<file path="src/rtl/fetch_stage.sv">
// Instruction fetch stage: owns the PC, addresses the instruction ROM and fills the IF/ID register.
// Latency: the ROM answers in the same cycle, so a fetched word lands in IF/ID on the next edge.
// Backpressure: stall_i freezes the PC and IF/ID. Flush and redirect insert one bubble.
module fetch_stage #(
    parameter int unsigned               ADDRESS_WIDTH = 16,
    parameter int unsigned               DATA_WIDTH    = 32,
    parameter logic [31:0]               RESET_PC      = 32'h0000_0000,
    parameter logic [DATA_WIDTH-1:0]     NOP_INSTR     = DATA_WIDTH'(32'h0000_0013)
) (
    input  logic                         clk,
    input  logic                         rst,
    input  logic                         stall_i,
    input  logic                         flush_i,
    input  logic                         redirect_i,
    input  logic [31:0]                  redirect_pc_i,
    output logic [ADDRESS_WIDTH-1:0]     imem_addr_o,
    input  logic [DATA_WIDTH-1:0]        imem_rd_i,
    output logic                         if_id_valid_o,
    output logic [DATA_WIDTH-1:0]        if_id_instr_o,
    output logic [31:0]                  if_id_pc_o,
    output logic [31:0]                  if_id_pc_plus4_o,
    output logic                         fetch_fault_o,
    output logic [31:0]                  fault_pc_o
);

    // BOOT gives one settle cycle after reset, RUN fetches, FAULT waits for a good redirect.
    typedef enum logic [1:0] {
        ST_BOOT  = 2'd0,
        ST_RUN   = 2'd1,
        ST_FAULT = 2'd2
    } state_t;

    state_t                  state_q,        state_d;
    logic [31:0]             pc_q,           pc_d;
    logic                    valid_q,        valid_d;
    logic [DATA_WIDTH-1:0]   instr_q,        instr_d;
    logic [31:0]             id_pc_q,        id_pc_d;
    logic [31:0]             id_pc_plus4_q,  id_pc_plus4_d;
    logic                    fault_q,        fault_d;
    logic [31:0]             fault_pc_q,     fault_pc_d;

    logic [31:0]             pc_plus4;
    logic                    target_aligned;

    // Sequential PC increment wraps naturally at 2^32.
    assign pc_plus4       = pc_q + 32'd4;
    assign target_aligned = (redirect_pc_i[1:0] == 2'b00);

    // ROM index is a plain slice of the PC, so upper PC bits alias (index wraps).
    assign imem_addr_o    = pc_q[ADDRESS_WIDTH+1:2];

    // Next-state logic: redirect beats flush beats stall beats advance while running.
    always_comb begin
        state_d       = state_q;
        pc_d          = pc_q;
        valid_d       = valid_q;
        instr_d       = instr_q;
        id_pc_d       = id_pc_q;
        id_pc_plus4_d = id_pc_plus4_q;
        fault_d       = fault_q;
        fault_pc_d    = fault_pc_q;

        unique case (state_q)
            ST_BOOT: begin
                // IF/ID is already invalid from reset; only move on.
                state_d = ST_RUN;
            end

            ST_RUN: begin
                if (redirect_i) begin
                    // Either way the word currently being fetched is on the wrong path.
                    valid_d = 1'b0;
                    instr_d = NOP_INSTR;
                    if (target_aligned) begin
                        pc_d = redirect_pc_i;
                    end else begin
                        fault_d    = 1'b1;
                        fault_pc_d = redirect_pc_i;
                        state_d    = ST_FAULT;
                    end
                end else if (flush_i) begin
                    // PC is not advanced, so the same word is fetched again next cycle.
                    valid_d = 1'b0;
                    instr_d = NOP_INSTR;
                end else if (stall_i) begin
                    // Hold everything exactly as it is.
                    pc_d = pc_q;
                end else begin
                    valid_d       = 1'b1;
                    instr_d       = imem_rd_i;
                    id_pc_d       = pc_q;
                    id_pc_plus4_d = pc_plus4;
                    pc_d          = pc_plus4;
                end
            end

            ST_FAULT: begin
                // Nothing is fetched while faulted; stall and flush have no meaning here.
                valid_d = 1'b0;
                instr_d = NOP_INSTR;
                if (redirect_i) begin
                    if (target_aligned) begin
                        fault_d = 1'b0;
                        pc_d    = redirect_pc_i;
                        state_d = ST_RUN;
                    end else begin
                        // Record the most recent bad target; stay faulted.
                        fault_pc_d = redirect_pc_i;
                    end
                end
            end

            default: begin
                state_d = ST_BOOT;
                valid_d = 1'b0;
                instr_d = NOP_INSTR;
            end
        endcase
    end

    // State, PC and IF/ID registers; reset clears everything immediately.
    always_ff @(posedge clk or posedge rst) begin
        if (rst) begin
            state_q       <= ST_BOOT;
            pc_q          <= RESET_PC;
            valid_q       <= 1'b0;
            instr_q       <= NOP_INSTR;
            id_pc_q       <= 32'd0;
            id_pc_plus4_q <= 32'd4;
            fault_q       <= 1'b0;
            fault_pc_q    <= 32'd0;
        end else begin
            state_q       <= state_d;
            pc_q          <= pc_d;
            valid_q       <= valid_d;
            instr_q       <= instr_d;
            id_pc_q       <= id_pc_d;
            id_pc_plus4_q <= id_pc_plus4_d;
            fault_q       <= fault_d;
            fault_pc_q    <= fault_pc_d;
        end
    end

    // IF/ID outputs come straight from registers; instr_q already holds NOP when invalid.
    assign if_id_valid_o    = valid_q;
    assign if_id_instr_o    = instr_q;
    assign if_id_pc_o       = id_pc_q;
    assign if_id_pc_plus4_o = id_pc_plus4_q;
    assign fetch_fault_o    = fault_q;
    assign fault_pc_o       = fault_pc_q;

endmodule
</file>
<file path="config.mk">
export PLATFORM = sky130hd
export DESIGN_NAME = fetch_stage
export DESIGN_NICKNAME = d
export VERILOG_FILES = /design/src/rtl/fetch_stage.sv
export SDC_FILE = /design/constraint.sdc
export NUM_CORES = 1
export LEC_CHECK = 0
export ABC_AREA = 1
export CAP_MARGIN = 20
export CELL_PAD_IN_SITES_DETAIL_PLACEMENT = 1
export CELL_PAD_IN_SITES_GLOBAL_PLACEMENT = 2
export CORE_MARGIN = 8
export CORE_UTILIZATION = 30
export CTS_CLUSTER_DIAMETER = 30
export DETAILED_ROUTE_END_ITERATION = 8
export HOLD_SLACK_MARGIN = 0.05
export PLACE_DENSITY = 0.95
export SLEW_MARGIN = 10
export SYNTH_ARGS = -nofsm -noshare
export SYNTH_HDL_FRONTEND = slang
export SYNTH_SLANG_ARGS = --single-unit
</file>
<file path="constraint.sdc">
create_clock -name clk -period 14 [get_ports clk]
set_input_delay 2.8 -clock clk [delete_from_list [all_inputs] [get_ports clk]]
set_output_delay 2.8 -clock clk [all_outputs]
set_load 0.1 [all_outputs]
</file>
==> key figures <==
Yosys
  – Netlist Area Pre-Place: 0.00733 mm2
  – Most used DFF post-synth: dfrtp_1
  – Syn Nets: 910
  – Number of flops mapped to enable cells by yosys: 0
  – Yosys reg bits: 162
  – Netlist cell types: 32
  – Post-synthesis simple-gate area fraction: 20.2%
  – Mux share of post-synthesis cell area: 1.54%
  – Complex-gate fraction of the synthesized area: 12.6%
  – Ys async rst share: 100%
  – Largest family of logic cells by synthesized area: simple AND/OR/NAND/NOR gates
  – Post-Synth XOR/XNOR Area: 1.79%
  – Largest cells by area after synthesis: dfrtp_1 (54%), nand2_1 (12%), o21ai_0 (5.0%), nor2_1 (4.7%), inv_1 (3.7%)
  – Area leader, netlist: dfrtp_1
  – Synth Area per Inst: 8.76 um2
  – Seq/Total Area, Yosys: 55.4%
  – Synthesized instance count: 837
  – Synth Area in Adders: 0.683%
  – Yosys top cell area share: 53.9%
  – Synth Warn #: 0

Global route
  – GR Overflow Total: 0
  – Initial antenna violation count: 0
  – Number of global-route vias before repair: 6694
  – First-pass GRT wire length: 38800 um
  – Pin count of the biggest net entering global routing: 84
  – Gr usage total: 17.1%

Outcome
  – Status: finished, final reports clean

Drt
  – Vias per cell: 4.60
  – Router iterations before antenna repair: 4
  – WL/cell: 18.4 um
  – Via count: 6272
  – DRT antenna net count: 0
  – Drc violations: 0
  – Final WL: 25000 um
  – Starting DRT DRC Count: 245

STA
  – Period Utilization, post-route: 35.6%
  – Actual slew at the worst max-slew pin: 1080 ps
  – Endpoints failing hold: 0
  – Worst Skew: 13.0 ps
  – Slew headroom: 27.9%
  – # setup viols final: 0
  – Min Tclk post-route: 4990 ps
  – Total Neg Setup Slack: 0 ps
  – RSZ-0062 raised after global routing: false
  – Slew Viols, Final: 0
  – Fmax achieved: 201 MHz

Worst setup path
  – Required time of the critical path: 11200 ps
  – Peak fanout along the critical path: 6
  – Buffers and inverters on the worst path: 1
  – Worst setup SP type: flop
  – CP Cell Sequence: clkdlybuf4s50_1
  – Crit path largest cell delay: 1240 ps
  – Worst Path Arrival: 2190 ps
  – Largest delay share family, worst path: buffers and inverters
  – Critical path type: flop to output pin
  – R2R Setup Slk: 11450 ps
  – Crit end category: output pin
  – Worst path slowest cell: clkdlybuf4s50_1

CTS
  – Hold Buf Count CTS: 0
  – Clk root buf: clkbuf_16
  – Post-CTS setup repair buffer count: 0
  – H-tree levels: 4
  – TritonCTS Buffers: 17
  – Clock Path Buffers: 2
  – Clk_lat worst skew: 430 ps
  – PostCTS Resize Cnt: 0
  – Sink Count: 162
  – Clk pin slew, worst setup/hold paths: 70 ps
  – CTS tree: done

Min path
  – Tightest Hold Check Type: flop to flop

Place
  – DP Wirelength: 19200 um
  – Area post-placement: 0.00965 mm2
  – Gpl congestion: 0.786
  – Port Buffers: 214

Floorplan
  – Total I/O pin count: 215
  – Row count: 57
  – Initial core utilization: 30.3%
  – DIE WIDTH: 172 um
  – DIE HEIGHT: 172 um
  – Full die area: 0.0297 mm2
  – Core ar.: 0.0242 mm2

Layout
  – Antenna Cells: 0
  – Area grow syn2layout: 40.4%
  – Register Area: 0.00406 mm2
  – Multi-input gate area: 0.00270 mm2
  – Fillers: 2799
  – Final instance area: 0.0103 mm2
  – Share of layout cells above drive strength 1: 7.42%
  – Total Nets Final: 1098

Flow run
  – Max-cap viol count: 0
[registers in the layout (all words and copies together), names as in the netlist]
register          cells
fault_pc_o           32
pc_q                 32
if_id_pc_plus4_o     30
if_id_pc_o           32
if_id_instr_o        32
fetch_fault_o         1
state_q               2
if_id_valid_o         1
[synth_stat cells (4+ instances only)]
library cell / number
a31oi_1: 14
dfstp_2: 4
a22o_1: 29
nor2_2: 4
nor2_1: 91
nand2_1: 240
dfrtp_1: 158
o21ai_0: 73
a21oi_1: 21
nand2_2: 4
buf_2: 19
xor2_1: 15
nor2_4: 6
inv_1: 73
clkbuf_1: 14
nand3_1: 16
mux2_2: 10
ha_1: 4
buf_4: 19
[kinds of logic (layout without fill, tap and decap cells)]
family	count (synthesis)	count (layout)
compound gates	152	152
fa+ha+maj	4	4
mux	10	10
simple gates	366	366
flops	162	162
buf+inv	128	329
xor+xnor	15	15
[area by class of cell]
| cell class | instances | share of cell area [%] |
|---|---|---|
| well taps | 324 | 3.94 |
| clock buffers | 17 | 4.13 |
| flip-flops and latches | 162 | 39.4 |
| multi-input cells | 547 | 26.2 |
| repair buffers | 221 | 21.8 |
| clock inverters | 15 | 1.67 |
| inverters | 76 | 2.82 |
[final timing paths]
check,start,end,depth (start not counted)
max reg2reg,state_q[0],pc_q[17],10
min in group asynchronous,rst,if_id_pc_o[27],2
min reg2reg,if_id_pc_o[26],if_id_pc_o[26],2
max in group asynchronous,rst,if_id_instr_o[1],4
min,if_id_pc_o[26],if_id_pc_o[26],2
max,pc_q[7],imem_addr_o[5],1
[metrics by stage]
stage	hold slack, ps	util (%)	setup slack [ps]	cells
after CTS	488	42.4	8990	1360
after global routing	518	42.6	8960	1362
final	485	42.6	9010	1362
after detailed placement	469	39.9	8780	1328
after global placement	464	39.8	8530	1326
after floorplan	456	-	6830	837
[worst min-delay path, cell delays in order (launching register included)]
cell and delay (ps):
dfrtp_1 340, nand2_1 50, o21ai_0 60
[cell usage in the layout, fill, tap and decap left out, types with 16 or more instances in the layout]
master / n
clkdlybuf4s50_1: 214
o21ai_0: 73
nand3_1: 16
nor2_1: 90
clkbuf_16: 17
a22o_1: 29
inv_1: 72
nand2_1: 239
dfrtp_1: 158
a21oi_1: 21
[routing by layer]
metal	routed length (um)	GRT usage (%)
met1	11700	22.7
met2	11400	26.5
met3	1190	3.81
met4	755	7.42
met5	0	0
Power is not shown: default switching activity piles up to over one toggle a cycle in this logic, so the estimate is an artifact.
